==> config.mk <==
export PLATFORM = sky130hd
export DESIGN_NAME = spm_ctrl_hs
export DESIGN_NICKNAME = d
export VERILOG_FILES = /design/src/rtl/spm_ctrl_hs.sv
export SDC_FILE = /design/constraint.sdc
export NUM_CORES = 1
export LEC_CHECK = 0
export CORE_UTILIZATION = 45
export DETAILED_ROUTE_END_ITERATION = 8
export GPL_TIMING_DRIVEN = 0
export PLACE_DENSITY = 0.83
export SLEW_MARGIN = 20
export SYNTH_ARGS = -nofsm -noshare
export SYNTH_HDL_FRONTEND = slang
export SYNTH_SLANG_ARGS = --single-unit
==> constraint.sdc <==
create_clock -name clk -period 4.2 [get_ports clk]
set_input_delay 1.05 -clock clk [delete_from_list [all_inputs] [get_ports clk]]
set_output_delay 1.05 -clock clk [all_outputs]
set_load 0.005 [all_outputs]
==> src/rtl/spm_ctrl_hs.sv <==
// spm_ctrl_hs: multi-cycle fetch/decode/execute sequencer for the
// stored-program RISC datapath. Memory accesses use a req/ready handshake,
// so any number of wait states is tolerated.
// Optional build macro SPM_CTRL_TIMEOUT_EN adds a watchdog that halts the
// machine with err set after TIMEOUT consecutive unanswered request cycles.
module spm_ctrl_hs #(
    parameter int WORD_SZ  = 8,
    parameter int OP_SZ    = 4,
    parameter int NUM_REGS = 4,
    parameter int REG_SEL  = 2,
    parameter int SEL1_SZ  = 3,
    parameter int TIMEOUT  = 16
) (
    input  logic                clk,
    input  logic                rst,
    input  logic [WORD_SZ-1:0]  instr,
    input  logic                zero,
    input  logic                mem_ready,
    output logic [NUM_REGS-1:0] load_reg,
    output logic                load_pc,
    output logic                inc_pc,
    output logic                load_ir,
    output logic                load_add_r,
    output logic                load_reg_y,
    output logic                load_reg_z,
    output logic [SEL1_SZ-1:0]  bus1_sel,
    output logic [1:0]          bus2_sel,
    output logic                mem_req,
    output logic                write,
    output logic                halted,
    output logic                err
);

    typedef enum logic [3:0] {
        S_IDLE, S_FET1, S_FET2, S_DEC, S_EX1,
        S_RD1, S_RD2, S_WR1, S_WR2, S_BR1, S_BR2, S_HALT
    } state_t;

    localparam logic [OP_SZ-1:0] OP_NOP  = OP_SZ'(0);
    localparam logic [OP_SZ-1:0] OP_ADD  = OP_SZ'(1);
    localparam logic [OP_SZ-1:0] OP_SUB  = OP_SZ'(2);
    localparam logic [OP_SZ-1:0] OP_AND  = OP_SZ'(3);
    localparam logic [OP_SZ-1:0] OP_NOT  = OP_SZ'(4);
    localparam logic [OP_SZ-1:0] OP_RD   = OP_SZ'(5);
    localparam logic [OP_SZ-1:0] OP_WR   = OP_SZ'(6);
    localparam logic [OP_SZ-1:0] OP_BR   = OP_SZ'(7);
    localparam logic [OP_SZ-1:0] OP_BRZ  = OP_SZ'(8);
    localparam logic [OP_SZ-1:0] OP_HALT = OP_SZ'(15);

    localparam logic [SEL1_SZ-1:0] SEL_PC = SEL1_SZ'(NUM_REGS);
    localparam logic [1:0] B2_ALU  = 2'd0;
    localparam logic [1:0] B2_BUS1 = 2'd1;
    localparam logic [1:0] B2_MEM  = 2'd2;

    state_t state_q, state_d;
    logic   err_q, err_set;
    logic   mem_state;
    logic   tmo_hit;

    logic [OP_SZ-1:0]   op;
    logic [REG_SEL-1:0] src, dst;
    logic               src_bad, dst_bad;

    assign op  = instr[WORD_SZ-1 -: OP_SZ];
    assign src = instr[2*REG_SEL-1:REG_SEL];
    assign dst = instr[REG_SEL-1:0];

    // Register fields can name registers that do not exist when NUM_REGS < 2**REG_SEL
    assign src_bad = (int'(src) >= NUM_REGS);
    assign dst_bad = (int'(dst) >= NUM_REGS);

    assign mem_state = (state_q inside {S_FET2, S_RD1, S_RD2, S_WR1, S_WR2, S_BR1, S_BR2});
    assign err       = err_q;

    function automatic logic [NUM_REGS-1:0] reg_onehot(input logic [REG_SEL-1:0] idx);
        logic [NUM_REGS-1:0] r;
        r = '0;
        for (int i = 0; i < NUM_REGS; i++) begin
            r[i] = (int'(idx) == i);
        end
        return r;
    endfunction

`ifdef SPM_CTRL_TIMEOUT_EN
    localparam int TMO_W = $clog2(TIMEOUT + 1);
    logic [TMO_W-1:0] tmo_q;

    assign tmo_hit = mem_state && (tmo_q == TMO_W'(TIMEOUT));

    // Watchdog: consecutive unanswered request cycles, cleared on any state change
    always_ff @(posedge clk or negedge rst) begin
        if (!rst) begin
            tmo_q <= '0;
        end else if (state_d != state_q) begin
            tmo_q <= '0;
        end else if (mem_state && !mem_ready && !tmo_hit) begin
            tmo_q <= tmo_q + 1'b1;
        end
    end
`else
    // No watchdog in this build; TIMEOUT stays referenced so both builds share one parameter list
    assign tmo_hit = 1'b0 && (TIMEOUT > 0);
`endif

    // State register and sticky error flag
    always_ff @(posedge clk or negedge rst) begin
        if (!rst) begin
            state_q <= S_IDLE;
            err_q   <= 1'b0;
        end else begin
            state_q <= state_d;
            if (err_set) err_q <= 1'b1;
        end
    end

    // Next-state and datapath control decode
    always_comb begin
        state_d    = state_q;
        err_set    = 1'b0;
        load_reg   = '0;
        load_pc    = 1'b0;
        inc_pc     = 1'b0;
        load_ir    = 1'b0;
        load_add_r = 1'b0;
        load_reg_y = 1'b0;
        load_reg_z = 1'b0;
        bus1_sel   = '0;
        bus2_sel   = B2_ALU;
        mem_req    = mem_state;
        write      = 1'b0;
        halted     = 1'b0;

        case (state_q)
            S_IDLE: state_d = S_FET1;
            S_FET1: begin
                bus1_sel   = SEL_PC;
                bus2_sel   = B2_BUS1;
                load_add_r = 1'b1;
                state_d    = S_FET2;
            end
            S_FET2: begin
                bus2_sel = B2_MEM;
                if (mem_ready) begin
                    load_ir = 1'b1;
                    inc_pc  = 1'b1;
                    state_d = S_DEC;
                end
            end
            S_DEC: begin
                case (op)
                    OP_NOP: state_d = S_FET1;
                    OP_ADD, OP_SUB, OP_AND: begin
                        if (src_bad) begin
                            err_set = 1'b1;
                            state_d = S_HALT;
                        end else begin
                            bus1_sel   = SEL1_SZ'(src);
                            bus2_sel   = B2_BUS1;
                            load_reg_y = 1'b1;
                            state_d    = S_EX1;
                        end
                    end
                    OP_NOT: begin
                        if (src_bad || dst_bad) begin
                            err_set = 1'b1;
                            state_d = S_HALT;
                        end else begin
                            bus1_sel   = SEL1_SZ'(src);
                            bus2_sel   = B2_ALU;
                            load_reg   = reg_onehot(dst);
                            load_reg_z = 1'b1;
                            state_d    = S_FET1;
                        end
                    end
                    OP_RD, OP_WR, OP_BR, OP_BRZ: begin
                        if (op == OP_BRZ && !zero) begin
                            // Branch not taken: step over the target address word
                            inc_pc  = 1'b1;
                            state_d = S_FET1;
                        end else begin
                            bus1_sel   = SEL_PC;
                            bus2_sel   = B2_BUS1;
                            load_add_r = 1'b1;
                            state_d    = (op == OP_RD) ? S_RD1 :
                                         (op == OP_WR) ? S_WR1 : S_BR1;
                        end
                    end
                    OP_HALT: state_d = S_HALT;
                    default: begin
                        err_set = 1'b1;
                        state_d = S_HALT;
                    end
                endcase
            end
            S_EX1: begin
                if (dst_bad) begin
                    err_set = 1'b1;
                    state_d = S_HALT;
                end else begin
                    bus1_sel   = SEL1_SZ'(dst);
                    bus2_sel   = B2_ALU;
                    load_reg   = reg_onehot(dst);
                    load_reg_z = 1'b1;
                    state_d    = S_FET1;
                end
            end
            S_RD1, S_WR1: begin
                bus2_sel = B2_MEM;
                if (mem_ready) begin
                    load_add_r = 1'b1;
                    inc_pc     = 1'b1;
                    state_d    = (state_q == S_RD1) ? S_RD2 : S_WR2;
                end
            end
            S_RD2: begin
                bus2_sel = B2_MEM;
                if (mem_ready) begin
                    load_reg = reg_onehot(dst);
                    state_d  = S_FET1;
                end
            end
            S_WR2: begin
                bus1_sel = SEL1_SZ'(src);
                if (mem_ready) begin
                    write   = 1'b1;
                    state_d = S_FET1;
                end
            end
            S_BR1: begin
                bus2_sel = B2_MEM;
                if (mem_ready) begin
                    load_add_r = 1'b1;
                    state_d    = S_BR2;
                end
            end
            S_BR2: begin
                bus2_sel = B2_MEM;
                if (mem_ready) begin
                    load_pc = 1'b1;
                    state_d = S_FET1;
                end
            end
            S_HALT: halted = 1'b1;
            default: state_d = S_IDLE;
        endcase

        // Watchdog expiry overrides whatever the access would have done this cycle
        if (tmo_hit) begin
            load_reg   = '0;
            load_pc    = 1'b0;
            inc_pc     = 1'b0;
            load_ir    = 1'b0;
            load_add_r = 1'b0;
            load_reg_y = 1'b0;
            load_reg_z = 1'b0;
            write      = 1'b0;
            err_set    = 1'b1;
            state_d    = S_HALT;
        end
    end

endmodule
# After elaboration in Yosys (flattened, before gate mapping)
# Cells that the tools add are included.
# classes
n_mux	36
add_sub_neg	0
div_mod_pow	0
bitwise	1
n_eq_ne	27
n_lt_le_gt_ge	0
n_mul	0
n_reduce_logical	18
shifts	0
# op_table
op	n
4-bit 2-to-1 mux	10
4-bit by 3-bit equality test with 1-bit output, second input constant	8
4-bit case mux with 8 select lines	1
4-bit equality test, second input constant	6
4-bit case mux with 3 select lines	2
4-bit by 2-bit equality test with 1-bit output, second input constant	4
1-bit 2-to-1 mux	15
3-bit case mux with 4 select lines	1
3-bit OR reduction	4
10-bit OR reduction	1
4-bit by 1-bit equality test with 1-bit output, second input constant	2
4-bit logical NOT	2
4-bit OR reduction	2
7-bit nonzero test	1
2-bit != test, second input constant	3
1-bit case mux with 2 select lines	3
2-bit case mux with 3 select lines	1
3-bit case mux with 2 select lines	1
2-bit OR reduction	3
6-bit OR reduction	1
5-bit AND reduction	1
2-bit equality test, second input constant	2
3-bit 2-to-1 mux	1
1-bit case mux with 3 select lines	1
6 further kinds	6
# word_totals
ramBits	0
inputBits	12
latch_bits	0
output_inout_bits	19
mem_count	0
elab_cells	84
reg_bits	5
mem_bits_ro	0

# Depth between registers and ports, before layout
# depth
depth_word	6
mapped_depth	5
depth_no_buf	4

# Least setup slack after synthesis
# Ideal clock, no wire load.
# synth_path
path_kind	input-to-output
start	input instr[4]
end	output load_reg[1]
required_time_ps	3150
n_path_buf	0
t_arrival_ps	2058
setup_slack_ps	1092
cell_stages	4
path_cell_list	or3b_4 o32ai_4 a31oi_4 nor4_1
# synth_between
elab_chain_len	3
# synth_rtl
element	line_no	rtl
start: declaration	16	input logic [WORD_SZ-1:0] instr,
4-bit by 3-bit equality test with 1-bit output	150	case (op)
4-bit 2-to-1 mux	150	
4-bit case mux with 3 select lines	133	case (state_q)
end: declaration	19	output logic [NUM_REGS-1:0] load_reg,
# No other way between the ends.

# Worst setup path in the final report
# layout_path
start	input instr[6]
end	output load_reg[1]
# Same word-level chain as after synthesis.

==> run metrics <==
Hold Fails Final Rpt 0; maximum capacitance violations 0; post-place setup slack -0.0408 ns; Synth Cell Area about 730 um2; CTS tree built; Setup violations, final 0; fmax ~0.24 GHz; Internal 348 uW; Crit. Startpoint instr[6]; Worst EP arrival around 3.1 ns; P_sw between 200 and 300 uW; 1st-pass router iterations 4; Design Area, Final 1080 um2; RSZ-0062 raised after global routing false; vias per inst 6.15; CP required between 3 and 4 ns; final WL 2100 um; Sink Count 5; Post-synth ARST share between 90% and 100%; DRT antenna net count 0; Post-CTS Setup Bufs 0; Syn Nets 106; CP Max Fanout 4; Clock transition at path regs about 0.040 ns; syn_area_per_cell about 7.8 um2; final worst slack about 0.097 ns; post-route minimum period approximately 4.1 ns; Setup crit start kind input port; Final Cycle Share a little over nine tenths; Hold Path Class flop to flop; DR WL/cell about 15 um; Die Ht around 42 um; Clk Latency, worst-skew pair 0.24 ns; clk buf depth 2; busiest layer in global routing met2; Synth Register Bits 5; ANT cells 0; met2 GRT Util 39.7%; synth unique cells 44; Seq/Total Area, Yosys between 15 and 20%; GRT Total Usage 25.9%; Post-DP Area ~1000 um2; Placement Rows 14; Comb power frac between 70% and 80%; Area Overhead vs Synth 47.8%; Setup Skew approximately 0.0025 ns; initial core utilization just under 50%; Worst Setup End Kind output port; RePlAce Congestion slightly above 0.9; GR Util met3 4.31%; core box area ~1500 um2; post-synth top area share 17.1%; met1 Resource Use GR between 30 and 40%; CP Class input port to output port; sw frac ~45%; Total Power ~630 uW; layout cells sized above 1 between 15 and 20%; Synth Instances 94; commonest non-fill, non-tap cell in the layout clkdlybuf4s50_1; Clock power frac about 8.6%; CTS Root Cell clkbuf_4; initial antenna violation count 0; Top Ports 31; GR Overflow Total 0; setup TNS 0 ns; TritonCTS Buffers 3; yosys warns 0; drt drc 0; first-pass GRT wire length ~3600 um; top_reg_cell synth dfrtp_1; Vias just under 900; Slew HR 72.7%; dominant cell type by area after synthesis dfrtp_1; Reg-to-Reg Start state_q[0]; cts hold-fix bufs 0; PwrDens 582 nW/um2; Synth area leaders dfrtp_1 (17%), nor2_1 (5.6%), o21ai_0 (4.8%), buf_6 (4.6%), o32ai_4 (3.8%); vias in the first global route ~800; die area between 1500 and 2000 um2; number of flops mapped to enable cells by yosys 0; die width 42.4 um; Nets 140; HP Start err; htree depth 1; hpwl dp 1610 um; status finished clean; worst slew pin tran a little over 0.4 ns; maximum vdd ir drop between 0.0004 and 0.0005 V; Max Slew Vio Count 0; IO buf count 29; Leak approximately 0.41 nW; commonest cells after routing, fill and taps aside clkdlybuf4s50_1 (26), nor2_1 (11), o21ai_0 (7), nand2_1 (6); DR iter-0 viols just over 40; largest net degree at the start of global routing 11; share of power burned in registers between 10% and 20%
[per-stage QoR]
| stage | utilization (%) | instances | hold slack, ns |
|---|---|---|---|
| 5_1_grt | 71.9 | 143 | 0.535 |
| 6_report | 71.9 | 143 | 0.520 |
| 4_1_cts | 70.8 | 143 | 0.513 |
| 3_5_place_dp | 69.3 | 139 | 0.499 |
| 2_1_floorplan | - | 94 | 0.466 |
| 3_3_place_gp | 69.3 | 139 | 0.503 |
[flip-flops by register name, summed over array words and instances (netlist names)]
register  flops
err           1
state_q       4
[power groups by stage]
stage               sequential (mW)  combinational (mW)  clock, mW
detailed placement            0.102               0.464          0
finish                        0.103               0.473     0.0540
floorplan                    0.0928               0.288          0
global route                  0.107               0.516     0.0610
global placement             0.0996               0.453          0
CTS                           0.102               0.464     0.0570
[cell families after synthesis]
group	synth area share (%)
AO/OA/AOI/OAI	34.1
AND/OR/NAND/NOR	36.5
buffers and inverters	10.8
flip-flops	17.1
multiplexers	1.54
[final cells by class]
type	instances	area [um2]
Sequential cell	5	125
Fill cell	116	423
Buffer	8	68.8
Clock buffer	4	26.3
Inverter	3	11.3
Timing Repair Buffer	29	290
Tap cell	16	20.0
Multi-Input combinational cell	78	542
[what timing repair did]
action	4_1_cts	5_1_grt
resized for setup	2	5
endpoints found under the setup margin	2	4
cloned	0	0
pin swaps	0	0
endpoints found under the hold margin	0	0
[cells in the mapped netlist (2+ instances only)]
| cell type | n |
|---|---|
| nor2_1 | 11 |
| nor3_1 | 5 |
| a22oi_1 | 2 |
| nor2b_1 | 3 |
| a32o_1 | 2 |
| nand2_1 | 6 |
| nand3_1 | 3 |
| o22ai_1 | 2 |
| o21ai_0 | 7 |
| nand2b_1 | 2 |
| o2bb2ai_1 | 2 |
| and2b_2 | 2 |
| buf_6 | 3 |
| nor4_1 | 3 |
| inv_1 | 3 |
| clkbuf_1 | 3 |
| dfrtp_1 | 5 |
| a21oi_1 | 4 |
[per-layer routing]
layer / vias up / wire, um
li1: 425 / -
met1: 407 / 900
met2: 48 / 1010
met3: 0 / 188
met4: 0 / 0
met5: - / 0
[worst max-delay path, stage by stage]
cell	delay [ns]
clkdlybuf4s50_1	0.48
or3b_4	0.39
o32ai_4	0.27
a31oi_4	0.09
nor4_2	0.24
clkdlybuf4s50_1	0.54
[path summary, 6_finish.rpt]
check | to | slack, ns | cells past startpoint
max in group asynchronous | state_q[2] | 3.00 | 1
setup reg to reg | state_q[3] | 2.87 | 3
min in group asynchronous | err | 1.02 | 1
setup / recovery | load_reg[1] | 0.1 | 6
hold reg to reg | err | 0.52 | 1
hold / removal | err | 0.52 | 1
Power figures use the tool's default switching activity.
